<file path="src/rtl/stack_register.sv">
// LIFO operand stack with push/pop/replace, combinational top/next-of-stack
// taps, fill level and sticky overflow/underflow flags.
module stack_register #(
  parameter int DATA_SIZE = 11,
  parameter int DEPTH     = 16,
  localparam int CNT_SIZE = $clog2(DEPTH) + 1
) (
  input  logic                 clk,
  input  logic                 rst,
  input  logic                 push,
  input  logic                 pop,
  input  logic                 clr_err,
  input  logic [DATA_SIZE-1:0] in,
  output logic [DATA_SIZE-1:0] out,
  output logic [DATA_SIZE-1:0] next,
  output logic [CNT_SIZE-1:0]  count,
  output logic                 empty,
  output logic                 full,
  output logic                 overflow,
  output logic                 underflow
);

  localparam int AW = $clog2(DEPTH);

  logic [DATA_SIZE-1:0] mem_q [DEPTH];
  logic [DATA_SIZE-1:0] mem_d [DEPTH];
  logic [CNT_SIZE-1:0]  count_q, count_d;
  logic                 overflow_q, overflow_d;
  logic                 underflow_q, underflow_d;

  logic [CNT_SIZE-1:0]  count_m1, count_m2;
  logic [AW-1:0]        wr_idx, top_idx, nxt_idx;
  logic                 is_empty, is_full;

  assign is_empty = (count_q == '0);
  assign is_full  = (count_q == CNT_SIZE'(DEPTH));
  assign count_m1 = count_q - CNT_SIZE'(1);
  assign count_m2 = count_q - CNT_SIZE'(2);
  assign wr_idx   = count_q[AW-1:0];
  assign top_idx  = count_m1[AW-1:0];
  assign nxt_idx  = count_m2[AW-1:0];

  always_comb begin
    mem_d       = mem_q;
    count_d     = count_q;
    overflow_d  = clr_err ? 1'b0 : overflow_q;
    underflow_d = clr_err ? 1'b0 : underflow_q;

    if (push && pop) begin
      // Replace on a non-empty stack; on an empty one it degrades to a push.
      if (is_empty) begin
        mem_d[wr_idx] = in;
        count_d       = count_q + CNT_SIZE'(1);
      end else begin
        mem_d[top_idx] = in;
      end
    end else if (push) begin
      if (is_full) begin
        overflow_d = 1'b1;
      end else begin
        mem_d[wr_idx] = in;
        count_d       = count_q + CNT_SIZE'(1);
      end
    end else if (pop) begin
      if (is_empty) begin
        underflow_d = 1'b1;
      end else begin
        count_d = count_m1;
      end
    end
  end

  always_ff @(posedge clk) begin
    if (rst) begin
      count_q     <= '0;
      overflow_q  <= 1'b0;
      underflow_q <= 1'b0;
    end else begin
      count_q     <= count_d;
      overflow_q  <= overflow_d;
      underflow_q <= underflow_d;
    end
  end

  // Storage is deliberately not reset; count gates every read.
  always_ff @(posedge clk) begin
    if (!rst) begin
      mem_q <= mem_d;
    end
  end

  assign out       = (count_q >= CNT_SIZE'(1)) ? mem_q[top_idx] : '0;
  assign next      = (count_q >= CNT_SIZE'(2)) ? mem_q[nxt_idx] : '0;
  assign count     = count_q;
  assign empty     = is_empty;
  assign full      = is_full;
  assign overflow  = overflow_q;
  assign underflow = underflow_q;

endmodule

</file>
<file path="config.mk">
export PLATFORM = sky130hd
export DESIGN_NAME = stack_register
export DESIGN_NICKNAME = d
export VERILOG_FILES = /design/src/rtl/stack_register.sv
export SDC_FILE = /design/constraint.sdc
export NUM_CORES = 1
export LEC_CHECK = 0
export CAP_MARGIN = 20
export CORE_MARGIN = 4
export CORE_UTILIZATION = 30
export CTS_CLUSTER_SIZE = 40
export DETAILED_ROUTE_END_ITERATION = 12
export GPL_ROUTABILITY_DRIVEN = 0
export RECOVER_POWER = 100
export SYNTH_ARGS = -nofsm -noshare
export SYNTH_HDL_FRONTEND = slang
export SYNTH_SLANG_ARGS = --single-unit
</file>
<file path="constraint.sdc">
create_clock -name clk -period 3.57 [get_ports clk]
set_input_delay 0.714 -clock clk [delete_from_list [all_inputs] [get_ports clk]]
set_output_delay 0.714 -clock clk [all_outputs]
set_load 0.005 [all_outputs]
</file>
# After elaboration in Yosys (flattened, before gate mapping)
# Index checks and enable logic that the tools add are counted.
# op_classes
add_sub_neg	3
magnitude_cmp	7
eq_ne	5
mux	33
n_bitwise	4
reduce_logical	8
# op_table
op	count
$mux W176	4
$bwmux W176	2
$bmux W11 S4	2
$demux W11 S4	2
$mux W11	8
$mux W5	6
$ge A5 B5 Y1 const B	3
$not A4 Y5	3
$lt A5 B1 Y1 const B	2
$mux W1	9
$ne A3 B2 Y1 const B	2
$add A5 B1 Y5 const B	1
$eq A5 B5 Y1 const B	1
$ge A5 B1 Y1 const B	1
$ge A5 B2 Y1 const B	1
$logic_not A5 Y1	1
$sub A5 B1 Y5 const B	1
$reduce_and A4 Y1	1
$sub A4 B2 Y4 const B	1
$logic_and A1 B1 Y1	3
$reduce_and A3 Y1	1
$reduce_bool A3 Y1	1
$ne A2 B1 Y1 const B	1
$ne A2 B2 Y1 const B	1
other kinds (2)	2
# totals
ff_bits	183
in_bits	16
out_inout_bits	31
wordCells	79

# Logic depth before layout (Yosys ltp)
# logic_depth
ltp_word	9
ltp_mapped	11
mapped_depth_nobuf	7

# Worst setup path after synthesis
# No wires, ideal clock.
# synth_timing
kind	register to output
from	reg count_q[0] (netlist: count[0])
to	out out[6]
t_arrival_ps	2583
t_required_ps	2856
path_slack_ps	273
stages_incl_launch_ff	10
cell_sequence	dfxtp_1 > buf_2 > buf_2 > inv_1 > ha_1 > clkbuf_1 > clkbuf_1 > mux4_2 > mux2i_1 > o221ai_1
# synth_between
elab_chain_cells	6
elab_cells_between_ends	7
cone_classes	add/sub: 1; order compare: 1; mux: 4; bitwise: 1
# synth_rtl
element	line	source
start, declared	27	logic [CNT_SIZE-1:0] count_q, count_d;
start signal, assigned	79	count_q <= count_d;
$sub A5 B1 Y5	37	assign count_m1 = count_q - CNT_SIZE'(1);
$not A4 Y5 (not written as such)	92	assign out = (count_q >= CNT_SIZE'(1)) ? mem_q[top_idx] : '0;
$bmux W11 S4	92	
$mux W11 (not written as such) (2 in a row)	92	
$mux W11 *	92	
end, declared	14	output logic [DATA_SIZE-1:0] out,
# Mark *: on every way between the ends. The rest lies on a longest branch, timed or not. The select of a mux whose other input is x is not followed.

# Worst setup path in the final report
# layout_timing
from	reg count_q[1] (netlist: count[1])
to	out out[1]
# Same word-level chain as after synthesis.

==> impl_metrics.ini <==
[run_status]
status = finished, violations left
violations = setup timing

[pwr]
ir_worst_vdd_mv = 0.763
p_leak_nw = 4.88
powerDensity_nw_per_um2 = 1060

[route]
drtIter0Drc = 1092
viasPerCell = 5.76
firstDrtPassIters = 5
wl_per_cell_um = 25.7
vias = 8965
drt_drc_violations_left = 0
postRouteAntennaNets = 0
routed_wl_um = 40100

[clock_network]
clk_latency_ns = 0.45
clock_sinks = 183
tritoncts = yes
clk_pin_slew_ns = 0.07
cts_buffers = 17
htreeDepth = 4
ctsHoldBuffers = 0
clockBufferDepth = 2
cts_root_buf = clkbuf_16

[timing]
min_period_ns = 3.66
worst_pin_slew_ns = 1.19
skew_ns = 0.00896
fin_ws_ns = -0.0873
setup_viol = 13
slew-limit-headroom_pct = 20.7
period_share_pct = 102
max_freq_ghz = 0.273
rsz0062_at_grt = yes
hold_violations = 0
finalMaxSlewViolations = 0

[grt]
grt_max_degree = 66
overflow = 0
antenna_found_initial = 2
grt_util_all_layers_pct = 17.6
grt_pass1_vias = 8668
grt_pass1_wl_um = 58200

[setup_path]
path_max_fanout = 16
reg2reg_depth = 8
critPathKind = register to primary output
r2r_start = count[3]
crit_arrival_ns = 2.94
startpoint_type = register
worstReg2RegEnd = mem_q[8]
setup.worst_path.end_class = primary output
required_ns = 2.86
ff2ff_setup_slack_ns = 0.35

[run]
maxCapViolations = 0

[placement]
pre_cts_slack_ns = 0.156
port_buffers = 46
placed_area_um2 = 13200
hpwl_um = 27300
place_inst = 1506

[worst_hold_path]
hp-start = overflow
hold_path_class = register to register
hold_depth = 2
min_to = overflow

[synthesis]
synth_enable_flop_cells = 176
seq_area_frac_synth_pct = 44.6
synth_fp_nets = 985
ys_types = 65
syn_inst = 960
ys_async_sr_fraction_pct = 0
postSynthAreaPerCell_um2 = 12.7
synth_warnings = 0
syn_area_um2 = 12200
synth-seq-cells = 183
synthFlopType = edfxtp_1

[final_layout]
mostFrequentLayoutCells = 176 x edfxtp_1, 168 x nor2_1, 162 x mux2i_1
area_growth_pct = 16.2
layoutNonFillerInstCount = 1556
final_cell_area_um2 = 14100
mostFrequentLayoutCell = edfxtp_1
drive_gt1_share_pct = 25.2
nets = 1041

[floorplan]
dieArea_um2 = 43900
coreArea_um2 = 39900
io_pins = 47
chipHeight_um = 209
row_count = 73
start_util_pct = 30.5
fp.dieW_um = 209
[worst max path at each step]
| stage | start | endpoint | slack (ns) |
|---|---|---|---|
| 4_1_cts | count[0] | out[7] | -0.13 |
| 3_3_place_gp | count[1] | out[4] | 0.14 |
| 3_5_place_dp | count[1] | out[4] | 0.16 |
| 6_report | count[1] | out[1] | -0.09 |
| 2_1_floorplan | count[0] | out[6] | 0.27 |
| 5_1_grt | count[1] | next[10] | -0.15 |
[synthesized netlist by cell type (all sizes together) (7+ instances only)]
| master | n | area share, % |
|---|---|---|
| mux2i | 171 | 14 |
| ha | 9 | 0.93 |
| a22o | 24 | 1.7 |
| nand2 | 29 | 0.89 |
| a31oi | 17 | 1.0 |
| o21ai | 19 | 0.81 |
| dfxtp | 7 | 1.2 |
| clkbuf | 47 | 3.0 |
| o22ai | 14 | 0.72 |
| edfxtp | 176 | 43 |
| nand3 | 29 | 1.2 |
| mux4 | 88 | 16 |
| a21oi | 13 | 0.53 |
| nor2 | 169 | 5.2 |
| o221ai | 11 | 0.79 |
| inv | 22 | 0.68 |
| buf | 52 | 2.8 |
[power breakdown]
group          internal [mW]  leakage (nW)  switching [mW]
combinational           4.42          2.89            5.22
clock                  0.980         0.273           0.934
sequential              3.10          1.71           0.329
total                   8.49          4.88            6.48
[metal layers]
metal  global-route usage [%]  share of wire, %  vias to the layer above
met4                     5.20               2.8                        4
met5                     2.00              0.34                        -
met2                     27.4                46                      539
li1                         -                 -                     3826
met1                     24.2                40                     4526
met3                     4.65                11                       70
[cells by family after synthesis]
group,after synthesis,share of synthesized area [%]
AOI/OAI and AO/OA,129,8.07
adders and majority gates,9,0.925
xor gates and xnor gates,5,0.483
muxes,260,30.4
DFF,183,44.6
and+or+nand+nor,251,8.83
buffers and inverters,123,6.69
[layout make-up]
class                           instances  area (µm²)
Inverter                               22        82.6
Sequential cell                       183        5430
Antenna cell                            2        5.00
Tap cell                              525         657
Clock inverter                         15         143
Clock buffer                           17         425
Fill cell                            3889       25800
Timing Repair Buffer                  138        1290
Multi-Input combinational cell        654        6100
[stage by stage]
| stage | setup TNS, ns | util (%) | hold slack [ns] | total power, mW |
|---|---|---|---|---|
| after floorplan | 0 | - | 0.466 | 8.73 |
| after global placement | 0 | 33.1 | 0.471 | 11.9 |
| after detailed placement | 0 | 33.1 | 0.479 | 12.0 |
| after CTS | -1.17 | 34.9 | 0.492 | 14.4 |
| after global routing | -1.64 | 35.4 | 0.540 | 15.6 |
| final | -0.464 | 35.4 | 0.489 | 15.0 |
[state kept, by name (all words and copies together) (netlist names)]
| name | cells |
|---|---|
| underflow | 1 |
| overflow | 1 |
| count | 5 |
| mem_q | 176 |
[worst max-delay path, cell delays in order (launching register included)]
cell and delay (ns):
dfxtp_2 0.36, inv_2 0.07, buf_4 0.14, ha_2 0.38
buf_12 0.18, mux4_2 0.36, mux2i_2 0.33, o221ai_1 0.18
clkdlybuf4s50_1 0.47
[timing repair]
| action | in CTS | in global routing |
|---|---|---|
| setup buffers | 3 | 6 |
| endpoints found under the setup margin | 22 | 22 |
| cloned | 1 | 1 |
| resized for setup | 26 | 20 |
| pin swaps | 2 | 1 |
Power figures use the tool's default switching activity.
